## config.mk

```make
export PLATFORM = sky130hd
export DESIGN_NAME = laser310_dn_arbiter
export DESIGN_NICKNAME = d
export VERILOG_FILES = /design/src/rtl/laser310_pkg.sv /design/src/rtl/laser310_dn_hold.sv /design/src/rtl/laser310_dn_arbiter.sv
export SDC_FILE = /design/constraint.sdc
export NUM_CORES = 1
export LEC_CHECK = 0
export BUFFER_PORTS_ARGS = -buffer_cell sky130_fd_sc_hd__buf_2
export CAP_MARGIN = 20
export CORE_MARGIN = 3
export CORE_UTILIZATION = 29
export CTS_CLUSTER_SIZE = 20
export DETAILED_ROUTE_END_ITERATION = 10
export PLACE_DENSITY_LB_ADDON = 0.05
export SLEW_MARGIN = 20
export SYNTH_ARGS = -nofsm -noshare
export SYNTH_HDL_FRONTEND = slang
export SYNTH_SLANG_ARGS = --single-unit
export TNS_END_PERCENT = 50
```

## constraint.sdc

```tcl
create_clock -name clk_sys -period 2.14 [get_ports clk_sys]
set_input_delay 0.214 -clock clk_sys [delete_from_list [all_inputs] [get_ports clk_sys]]
set_output_delay 0.214 -clock clk_sys [all_outputs]
set_load 0.005 [all_outputs]
```

## src/rtl/laser310_pkg.sv

```systemverilog
// Shared types for the Laser310 RAM arbiter: FSM states, grant owner and the
// download byte-counter width with its saturating increment.
package laser310_pkg;

  localparam int DN_CNT_W = 17;

  typedef enum logic [1:0] {
    S_IDLE,
    S_C_ISSUE,
    S_C_WAIT,
    S_D_ISSUE
  } state_t;

  typedef enum logic {
    GR_CPU,
    GR_DN
  } grant_t;

  function automatic logic [DN_CNT_W-1:0] sat_inc(input logic [DN_CNT_W-1:0] v);
    return (&v) ? v : v + DN_CNT_W'(1);
  endfunction

endpackage

```

## src/rtl/laser310_dn_hold.sv

```systemverilog
// One-deep holding register for ioctl download bytes, with the HPS back-pressure
// flag and a sticky overrun flag for strobes that arrive while it is full.
module laser310_dn_hold (
  input  logic        clk_sys,
  input  logic        reset,
  input  logic        strobe,
  input  logic [15:0] strobe_addr,
  input  logic [7:0]  strobe_data,
  input  logic        clear,
  input  logic        clr_overrun,
  output logic        hold_valid,
  output logic [15:0] hold_addr,
  output logic [7:0]  hold_data,
  output logic        hold_wait,
  output logic        overrun
);

  logic capture;

  assign capture = strobe & ~hold_valid;

  // NOTE: sequential state uses non-blocking assignments so every register
  // samples the pre-edge values of its neighbours, whatever the statement order.
  always_ff @(posedge clk_sys) begin
    if (reset) begin
      hold_valid <= 1'b0;
      hold_addr  <= '0;
      hold_data  <= '0;
      hold_wait  <= 1'b0;
      overrun    <= 1'b0;
    end else begin
      // clear only happens while full, so it can never meet a capture
      hold_valid <= capture | (hold_valid & ~clear);
      // wait lags the clear by one cycle, giving the HPS a clean gap
      hold_wait  <= capture | hold_valid;
      if (capture) begin
        hold_addr <= strobe_addr;
        hold_data <= strobe_data;
      end
      if (strobe & hold_valid) overrun <= 1'b1;
      else if (clr_overrun)    overrun <= 1'b0;
    end
  end

endmodule

```

## src/rtl/laser310_dn_arbiter.sv

```systemverilog
// Round-robin sharing of the single-port system RAM between the Z80 and the HPS
// ioctl download stream, plus download start/end tracking for the emu top level.
module laser310_dn_arbiter
  import laser310_pkg::*;
#(
  parameter logic [7:0]  DN_INDEX = 8'h00,
  parameter logic [15:0] DN_BASE  = 16'h0000,
  parameter logic [16:0] DN_SIZE  = 17'h10000
) (
  input  logic        clk_sys,
  input  logic        reset,
  input  logic        ioctl_download,
  input  logic        ioctl_wr,
  input  logic [24:0] ioctl_addr,
  input  logic [7:0]  ioctl_dout,
  input  logic [7:0]  ioctl_index,
  output logic        ioctl_wait,
  input  logic        cpu_req,
  input  logic        cpu_we,
  input  logic [15:0] cpu_addr,
  input  logic [7:0]  cpu_din,
  output logic [7:0]  cpu_dout,
  output logic        cpu_ack,
  output logic [15:0] mem_addr,
  output logic        mem_we,
  output logic [7:0]  mem_din,
  input  logic [7:0]  mem_dout,
  output logic        cpu_hold,
  output logic        dn_done,
  output logic [16:0] dn_bytes,
  output logic        dn_overrun
);

  state_t      state, state_nxt;
  grant_t      last_grant, last_grant_nxt;
  logic        dn_match, dn_strobe, dn_start, dl_prev;
  logic        hold_valid, dn_clear;
  logic [15:0] hold_addr;
  logic [7:0]  hold_data;
  logic        cpu_pend, dn_pend, grant_cpu, grant_dn;
  logic        acc_we, acc_we_nxt;
  logic [15:0] mem_addr_nxt;
  logic [7:0]  mem_din_nxt, cpu_dout_nxt;
  logic        mem_we_nxt, cpu_ack_nxt;

  assign dn_match  = (ioctl_index == DN_INDEX);
  assign dn_strobe = ioctl_wr & ioctl_download & dn_match & (ioctl_addr < 25'(DN_SIZE));
  assign dn_start  = ioctl_download & ~dl_prev & dn_match;

  laser310_dn_hold u_hold (
    .clk_sys     (clk_sys),
    .reset       (reset),
    .strobe      (dn_strobe),
    .strobe_addr (ioctl_addr[15:0]),
    .strobe_data (ioctl_dout),
    .clear       (dn_clear),
    .clr_overrun (dn_start),
    .hold_valid  (hold_valid),
    .hold_addr   (hold_addr),
    .hold_data   (hold_data),
    .hold_wait   (ioctl_wait),
    .overrun     (dn_overrun)
  );

  // The ack cycle masks the CPU so a still-held cpu_req is not served twice.
  assign cpu_pend  = cpu_req & ~cpu_ack;
  assign dn_pend   = hold_valid;
  assign grant_cpu = cpu_pend & (~dn_pend | (last_grant == GR_DN));
  assign grant_dn  = dn_pend & (~cpu_pend | (last_grant == GR_CPU));

  always_ff @(posedge clk_sys) begin
    if (reset) state <= S_IDLE;
    else       state <= state_nxt;
  end

  always_comb begin
    state_nxt = state;
    case (state)
      S_IDLE: begin
        if (grant_cpu)     state_nxt = S_C_ISSUE;
        else if (grant_dn) state_nxt = S_D_ISSUE;
      end
      S_C_ISSUE: state_nxt = S_C_WAIT;
      S_C_WAIT:  state_nxt = S_IDLE;
      S_D_ISSUE: state_nxt = S_IDLE;
      default:   state_nxt = S_IDLE;
    endcase
  end

  // NOTE: every signal written here gets a default first, so no path through
  // the case can leave one unassigned and infer a latch.
  always_comb begin
    mem_addr_nxt   = mem_addr;
    mem_din_nxt    = mem_din;
    mem_we_nxt     = 1'b0;
    cpu_ack_nxt    = 1'b0;
    cpu_dout_nxt   = cpu_dout;
    last_grant_nxt = last_grant;
    acc_we_nxt     = acc_we;
    dn_clear       = 1'b0;
    case (state)
      S_IDLE: begin
        if (grant_cpu) begin
          mem_addr_nxt = cpu_addr;
          mem_we_nxt   = cpu_we;
          mem_din_nxt  = cpu_din;
          acc_we_nxt   = cpu_we;
        end else if (grant_dn) begin
          mem_addr_nxt = DN_BASE + hold_addr;
          mem_we_nxt   = 1'b1;
          mem_din_nxt  = hold_data;
        end
      end
      S_C_WAIT: begin
        if (!acc_we) cpu_dout_nxt = mem_dout;
        cpu_ack_nxt    = 1'b1;
        last_grant_nxt = GR_CPU;
      end
      S_D_ISSUE: begin
        dn_clear       = 1'b1;
        last_grant_nxt = GR_DN;
      end
      default: ;
    endcase
  end

  always_ff @(posedge clk_sys) begin
    if (reset) begin
      last_grant <= GR_CPU;
      acc_we     <= 1'b0;
      mem_addr   <= '0;
      mem_din    <= '0;
      mem_we     <= 1'b0;
      cpu_ack    <= 1'b0;
      cpu_dout   <= '0;
    end else begin
      last_grant <= last_grant_nxt;
      acc_we     <= acc_we_nxt;
      mem_addr   <= mem_addr_nxt;
      mem_din    <= mem_din_nxt;
      mem_we     <= mem_we_nxt;
      cpu_ack    <= cpu_ack_nxt;
      cpu_dout   <= cpu_dout_nxt;
    end
  end

  // Download window: start clears the stats; done fires once the last byte has left.
  always_ff @(posedge clk_sys) begin
    if (reset) begin
      dl_prev  <= 1'b0;
      cpu_hold <= 1'b0;
      dn_done  <= 1'b0;
      dn_bytes <= '0;
    end else begin
      dl_prev <= ioctl_download;
      dn_done <= 1'b0;
      if (dn_start) begin
        cpu_hold <= 1'b1;
        dn_bytes <= '0;
      end else begin
        if (dn_clear) dn_bytes <= sat_inc(dn_bytes);
        if (cpu_hold & ~ioctl_download & ~hold_valid) begin
          cpu_hold <= 1'b0;
          dn_done  <= 1'b1;
        end
      end
    end
  end

endmodule

```

==> qor.csv, run 1 <==
metric,value,unit
status,"finished, final reports clean",
row count,40,
max_cap viols,0,
first-pass GRT wire length,17100,µm
n_diodes,0,
Synth area leader,dfxtp_1,
RSZ-0062 raised after global routing,false,
worst reg2reg setup slack,0.14,ns
"most common cell after layout, fill and taps aside",buf_2,
Critical Path Sink Type,register,
CTS Buf Count,9,
grt total ovfl,0,
largest net degree at the start of global routing,53,
Crit. Startpoint,dn_bytes[0]$_SDFFE_PP0P_,
Min-Delay Path Class,input port to register,
synthesis-to-layout area growth,33.5,%
routed vias,3272,
post-synth cell types,41,
main flop type after synthesis,dfxtp_1,
die area,13800,µm²
"critical path fanouts, max",5,
syn nets,473,
"FF+latch count, synth",85,
filler cell count,1294,
CTS tree,built,
most frequent cells in the layout,"buf_2, dfxtp_1, nor2_1",
Mapped Area,3620,µm²
antenna-violating nets left,0,
nets,606,
gpl congestion,0.736,
"Hold Violations, Final",0,
"CTS clk-pin slew, worst paths",0.06,ns
I/O pin count,134,
FMAX,0.499,GHz
DPL Wire Length,7180,µm
Clock Path Buffers,2,
post-layout minimum cycle time,2.00,ns
post-route clock period utilization,93.6,%
Required @ worst endpoint,2.42,ns
cell family with most CP delay,simple AND/OR/NAND/NOR gates,
Leak,2.04,nW
cell count after synthesis,392,
reg2reg end,dn_bytes[14]$_SDFFE_PP0P_,
clk root buf,clkbuf_16,
Post-synth EDFFs,0,
Die Width,118,µm
Yosys top cell area share,47.1,%
Worst path slowest cell,or4_4,
Total GRT Usage,15.1,%
CTS Sinks,85,
Setup CP Type,register to register,
worst hold start,mem_dout[6],
chip height,118,µm
slew margin rel.,66.1,%
H-tree depth,3,
Starting Density,29.9,%
via density per instance,4.69,
Avg Inst Size Synth,9.22,µm²
fin. max-slew vios,0,
crit path cell chain,ha_2 -> and3_1 -> nand2_1 -> nor3_1 -> ha_1 -> and3b_2 -> nand2_2 -> or4_4 -> a21oi_2,
post-synthesis sequential area ratio,47.1,%
PwrDens,710,nW/µm²
layout cells sized above 1,34.0,%
IO buf count,133,
First DRT Iteration DRCs,165,
DRC viols,0,
TritonRoute pass-1 iters,4,
async set or reset register ratio after synthesis,0,%
Finished Layout Cells,698,
critical path's largest stage delay,0.42,ns
final setup vio count,0,
Worst Tran Pin Value,0.508,ns
drt wl/cell,14.7,µm
"Arr. time, crit path",2.28,ns
# placed instances,681,
number of global-route vias before repair,3305,
synth top area cells,"dfxtp_1, mux2i_1, nand4b_1",
WHS Endpoint,cpu_dout[6]$_SDFFE_PP0P_,
Critical Path Source Type,register,
Worst R2R Start,dn_bytes[0]$_SDFFE_PP0P_,
setup TNS,0,ns
"Clk Latency, worst-skew pair",0.34,ns
Ys Warns,0,
worst path bufs/invs,0,
VDD IR max,0.382,mV
antenna violations before repair,0,
clk_skew,0.00409,ns
R2R depth,9,
Hold Crit Depth,3,
Routed WL,10300,µm
CORE AREA,12100,µm²
==> worst register-to-register path: cells and delay by family, from the launching register on <==
kind / cells / cell delay, ns
adder cells (fa/ha/maj): 2 / 0.37
AND/OR/NAND/NOR: 6 / 1.12
flip-flops: 1 / 0.32
AO/OA/AOI/OAI: 1 / 0.14
==> cells in the mapped netlist, types with 7 or more instances <==
cell,instances
dfxtp_1,85
nor2_1,51
a21oi_1,33
mux2i_1,33
nand4b_1,26
a211oi_1,24
o21ai_1,21
clkbuf_1,18
nand2_1,13
buf_2,10
nand3_1,7
nand4_1,7
xor2_1,7
==> logic make-up (layout without fill, tap and decap cells) <==
family                   count (synthesis)  in the layout  share of synthesized area [%]
AO/OA/AOI/OAI                           93             93                           15.3
multiplexers                            33             33                           9.14
AND/OR/NAND/NOR                        133            133                           20.7
buffers and inverters                   36            174                           4.71
adder cells (fa/ha/maj)                  2              2                          0.692
flip-flops                              85             85                           47.1
XOR/XNOR                                10             10                           2.42
==> final cells by class <==
class                   count  area [µm²]  area share (%)
inverters                   2        7.51           0.155
multi-input cells         271        1760            36.5
clock buffers              15         268            5.55
well taps                 168         210            4.35
flip-flops and latches     85        1700            35.2
repair buffers            156         876            18.1
clock inverters             1        5.00           0.104
==> worst max-delay path by stage <==
stage / endpoint / slack (ns) / cells after the start
after global routing: dn_bytes[14]$_SDFFE_PP0P_ / 0.02 / 9
after global placement: dn_bytes[15]$_SDFFE_PP0P_ / 0.08 / 9
final: dn_bytes[14]$_SDFFE_PP0P_ / 0.14 / 9
after CTS: dn_bytes[13]$_SDFFE_PP0P_ / 0.006 / 9
after detailed placement: dn_bytes[15]$_SDFFE_PP0P_ / 0.03 / 9
after floorplan: dn_bytes[12]$_SDFFE_PP0P_ / 0.1 / 10
==> report_power, final <==
group	total, W	internal, W	switching, W
combinational	0.000316	0.000156	0.000160
clock	0.00146	0.000851	0.000605
sequential	0.00166	0.00163	0.0000260
total	0.00343	0.00264	0.000791
==> repair_timing <==
| action | in CTS | in global routing |
|---|---|---|
| resized for setup | 0 | 5 |
| endpoints found under the setup margin | 0 | 4 |
| hold buffers | 0 | 0 |
| endpoints found under the hold margin | 0 | 0 |
| setup buffers | 0 | 1 |
==> flip-flops by register name, summed over array words and instances, names as in the netlist <==
name	count
state	2
u_hold.overrun	1
mem_din	8
cpu_ack	1
cpu_dout	8
u_hold.hold_addr	16
dn_done	1
mem_addr	16
dl_prev	1
acc_we	1
cpu_hold	1
u_hold.hold_wait	1
last_grant	1
dn_bytes	17
u_hold.hold_valid	1
mem_we	1
u_hold.hold_data	8
==> per-layer routing <==
metal	share of wire [%]	global-route usage, %	vias to the layer above
met2	44	23.5	88
li1	-	-	1692
met1	49	20.1	1488
met4	0.69	3.30	0
met5	0	0	-
met3	6.4	5.77	4
==> per-stage QoR <==
stage	hold slack, ns	util (%)	cell area, µm²	setup slack (ns)	power (W)
6_report	0.114	39.9	4830	0.137	0.00343
5_1_grt	0.104	39.9	4830	0.0167	0.00362
4_1_cts	0.0955	39.7	4810	0.00649	0.00350
3_5_place_dp	0.460	37.4	4530	0.0299	0.00201
3_3_place_gp	0.447	37.4	4530	0.0751	0.00201
2_1_floorplan	0.342	-	3620	0.0971	0.00185
Note: power is estimated with default switching activity, not from simulation.
==> run 2: changes to the inputs <==
--- a/config.mk
+++ b/config.mk
@@ -12,6 +12,7 @@
 export CTS_CLUSTER_SIZE = 20
 export DETAILED_ROUTE_END_ITERATION = 10
 export PLACE_DENSITY_LB_ADDON = 0.05
+export RECOVER_POWER = 100
 export SLEW_MARGIN = 20
 export SYNTH_ARGS = -nofsm -noshare
 export SYNTH_HDL_FRONTEND = slang
==> run 2 against run 1 <==
  * Die area stayed put
  * First-iteration DRC count fell by 25%
  * Highest routed layer unchanged
  * Worst setup slack got worse by 0.0012 ns
  * Final area down 1.8%
  * Total power fell by 0.18%
==> qor.csv, run 2 (synthesis results as in run 1) <==
metric,value,unit,change
n_diodes,0,,unchanged
routed vias,3300,,+0.86%
Routed WL,10300,µm,about the same
H-tree depth,3,,unchanged
"Hold Violations, Final",0,,unchanged
CTS tree,built,,
largest net degree at the start of global routing,53,,unchanged
First DRT Iteration DRCs,124,,-25%
Leak,1.90,nW,-6.6%
antenna violations before repair,0,,unchanged
sequential power share,48.5,%,about the same
Hold Buf Count CTS,0,,unchanged
DRC viols,0,,unchanged
chip height,118,µm,unchanged
most frequent cells in the layout,"buf_2, dfxtp_1, nor2_1",,
Comb power frac,9.0,%,-0.2 points
IO buf count,133,,unchanged
Largest register FFs,17,,unchanged
Finished Cell Area,4740,µm²,-1.8%
clk root buf,clkbuf_16,,
Hold Crit Depth,3,,unchanged
Critical Path Source Type,register,,
die area,13800,µm²,unchanged
first-pass GRT wire length,17100,µm,unchanged
VDD IR max,0.383,mV,+0.26%
CORE AREA,12100,µm²,unchanged
gpl congestion,0.736,,unchanged
worst reg2reg setup slack,0.14,ns,about the same
Setup CP Type,register to register,,
TritonRoute pass-1 iters,4,,unchanged
"most common cell after layout, fill and taps aside",buf_2,,
row count,40,,unchanged
post-route clock period utilization,93.7,%,about the same
number of global-route vias before repair,3305,,unchanged
final setup vio count,0,,unchanged
via density per instance,4.73,,+0.86%
Starting Density,29.9,%,unchanged
Worst R2R Start,dn_bytes[0]$_SDFFE_PP0P_,,
nets,606,,unchanged
status,"finished, final reports clean",,
DPL Wire Length,7180,µm,unchanged
layout cells sized above 1,26.4,%,-7.5 points
CTS Sinks,85,,unchanged
Worst Tran Pin Value,0.931,ns,+0.423 ns
NetSw,0.000792,W,+0.18%
"critical path fanouts, max",5,,unchanged
grt total ovfl,0,,unchanged
worst hold start,mem_dout[6],,
Die Width,118,µm,unchanged
FMAX,0.499,GHz,about the same
cell internal pwr,0.00263,W,-0.30%
clock network power share,42.5,%,about the same
R2R depth,9,,unchanged
Critical Path Sink Type,register,,
post-layout minimum cycle time,2.00,ns,+0.00123 ns
Clock Path Buffers,2,,unchanged
Sw Share,23.1,%,+0.085 points
fin. max-slew vios,0,,unchanged
Required @ worst endpoint,2.41,ns,about the same
setup TNS,0,ns,unchanged
"CTS clk-pin slew, worst paths",0.06,ns,about the same
Area after DPL,4530,µm²,unchanged
clk_skew,0.00330,ns,-0.000793 ns
WHS Endpoint,cpu_dout[6]$_SDFFE_PP0P_,,
I/O pin count,134,,unchanged
Reg area,1700,µm²,unchanged
Min-Delay Path Class,input port to register,,
"Arr. time, crit path",2.28,ns,about the same
Total GRT Usage,15.1,%,unchanged
Top Registers,"dn_bytes (17), mem_addr (16), u_hold.hold_addr (16)",,
filler cell count,1321,,+2.1%
drt wl/cell,14.7,µm,about the same
most flop-heavy register,dn_bytes,,
"Clk Latency, worst-skew pair",0.33,ns,about the same
multi-input logic area,1750,µm²,-0.43%
RSZ-0062 raised after global routing,false,,
antenna-violating nets left,0,,unchanged
CTS Buf Count,9,,unchanged
synthesis-to-layout area growth,31.1,%,
reg2reg end,dn_bytes[14]$_SDFFE_PP0P_,,
PwrDens,722,nW/µm²,+1.7%
max_cap viols,0,,unchanged
slew margin rel.,37.9,%,-28 points
-- run 2: cell count changes in the layout (fill, tap and decap cells not counted), moves of 2 or more --
cell,delta
clkbuf_1,+36
buf_2,-27
buf_4,-11
o21ai_0,+8
o21ai_1,-8
clkbuf_2,+2
-- run 2: routing by layer --
layer,part of all wire (%),up-vias,wire length [µm],GRT usage (%)
met5,0,-,0,0
met1,47,1507,4830,20.1
met4,0.69,0,71,3.30
met3,6.9,4,703,5.77
li1,-,1697,-,-
met2,45,92,4650,23.5
-- run 2: area by class of cell --
class / count / area share [%]
multi-input combinational: 271 / 37.0
sequential: 85 / 35.9
timing repair buffer: 156 / 16.8
clock buffer: 15 / 5.65
tap: 168 / 4.43
inverter: 2 / 0.158
clock inverter: 1 / 0.106
-- run 2: how the worst max path moves through the flow --
| stage | startpoint | end | slack, ns | depth (start not counted) |
|---|---|---|---|---|
| after floorplan | dn_bytes[0]$_SDFFE_PP0P_ | dn_bytes[12]$_SDFFE_PP0P_ | 0.1 | 10 |
| after global placement | dn_bytes[0]$_SDFFE_PP0P_ | dn_bytes[15]$_SDFFE_PP0P_ | 0.08 | 9 |
| after detailed placement | dn_bytes[0]$_SDFFE_PP0P_ | dn_bytes[15]$_SDFFE_PP0P_ | 0.03 | 9 |
| after CTS | dn_bytes[0]$_SDFFE_PP0P_ | dn_bytes[13]$_SDFFE_PP0P_ | 0.006 | 9 |
| after global routing | dn_bytes[7]$_SDFFE_PP0P_ | dn_bytes[9]$_SDFFE_PP0P_ | 0.02 | 9 |
| final | dn_bytes[0]$_SDFFE_PP0P_ | dn_bytes[14]$_SDFFE_PP0P_ | 0.14 | 9 |
-- run 2: what timing repair did --
item / 4_1_cts / 5_1_grt
gates resized for setup: 0 / 5
buffers inserted: 0 / 1
setup endpoints to repair: 0 / 4
endpoints found under the hold margin: 0 / 0
-- run 2: metrics by stage --
| stage | instances | power [W] | hold WS (ns) | worst slack (ns) | utilization, % |
|---|---|---|---|---|---|
| after floorplan | 392 | 0.00185 | 0.342 | 0.0971 | - |
| after detailed placement | 681 | 0.00201 | 0.460 | 0.0299 | 37.4 |
| after global routing | 698 | 0.00361 | 0.104 | 0.0150 | 39.1 |
| after CTS | 697 | 0.00350 | 0.0955 | 0.00649 | 39.7 |
| final | 698 | 0.00342 | 0.114 | 0.136 | 39.1 |
| after global placement | 681 | 0.00201 | 0.447 | 0.0751 | 37.4 |
-- run 2: power groups by stage --
stage	Clock [W]	Combinational, W	Sequential, W
finish	0.00146	0.000308	0.00166
global route	0.00160	0.000347	0.00167
CTS	0.00152	0.000321	0.00166
detailed placement	0	0.000320	0.00169
global placement	0	0.000318	0.00169
floorplan	0	0.000158	0.00170
-- run 2: critical path: stages (launching register included) --
cell and delay (ns):
dfxtp_1 0.32, ha_2 0.19, and3_1 0.19, nand2_1 0.06, nor3_1 0.04, ha_1 0.18, and3b_2 0.32, nand2_2 0.09
or4_4 0.42, a21oi_2 0.14
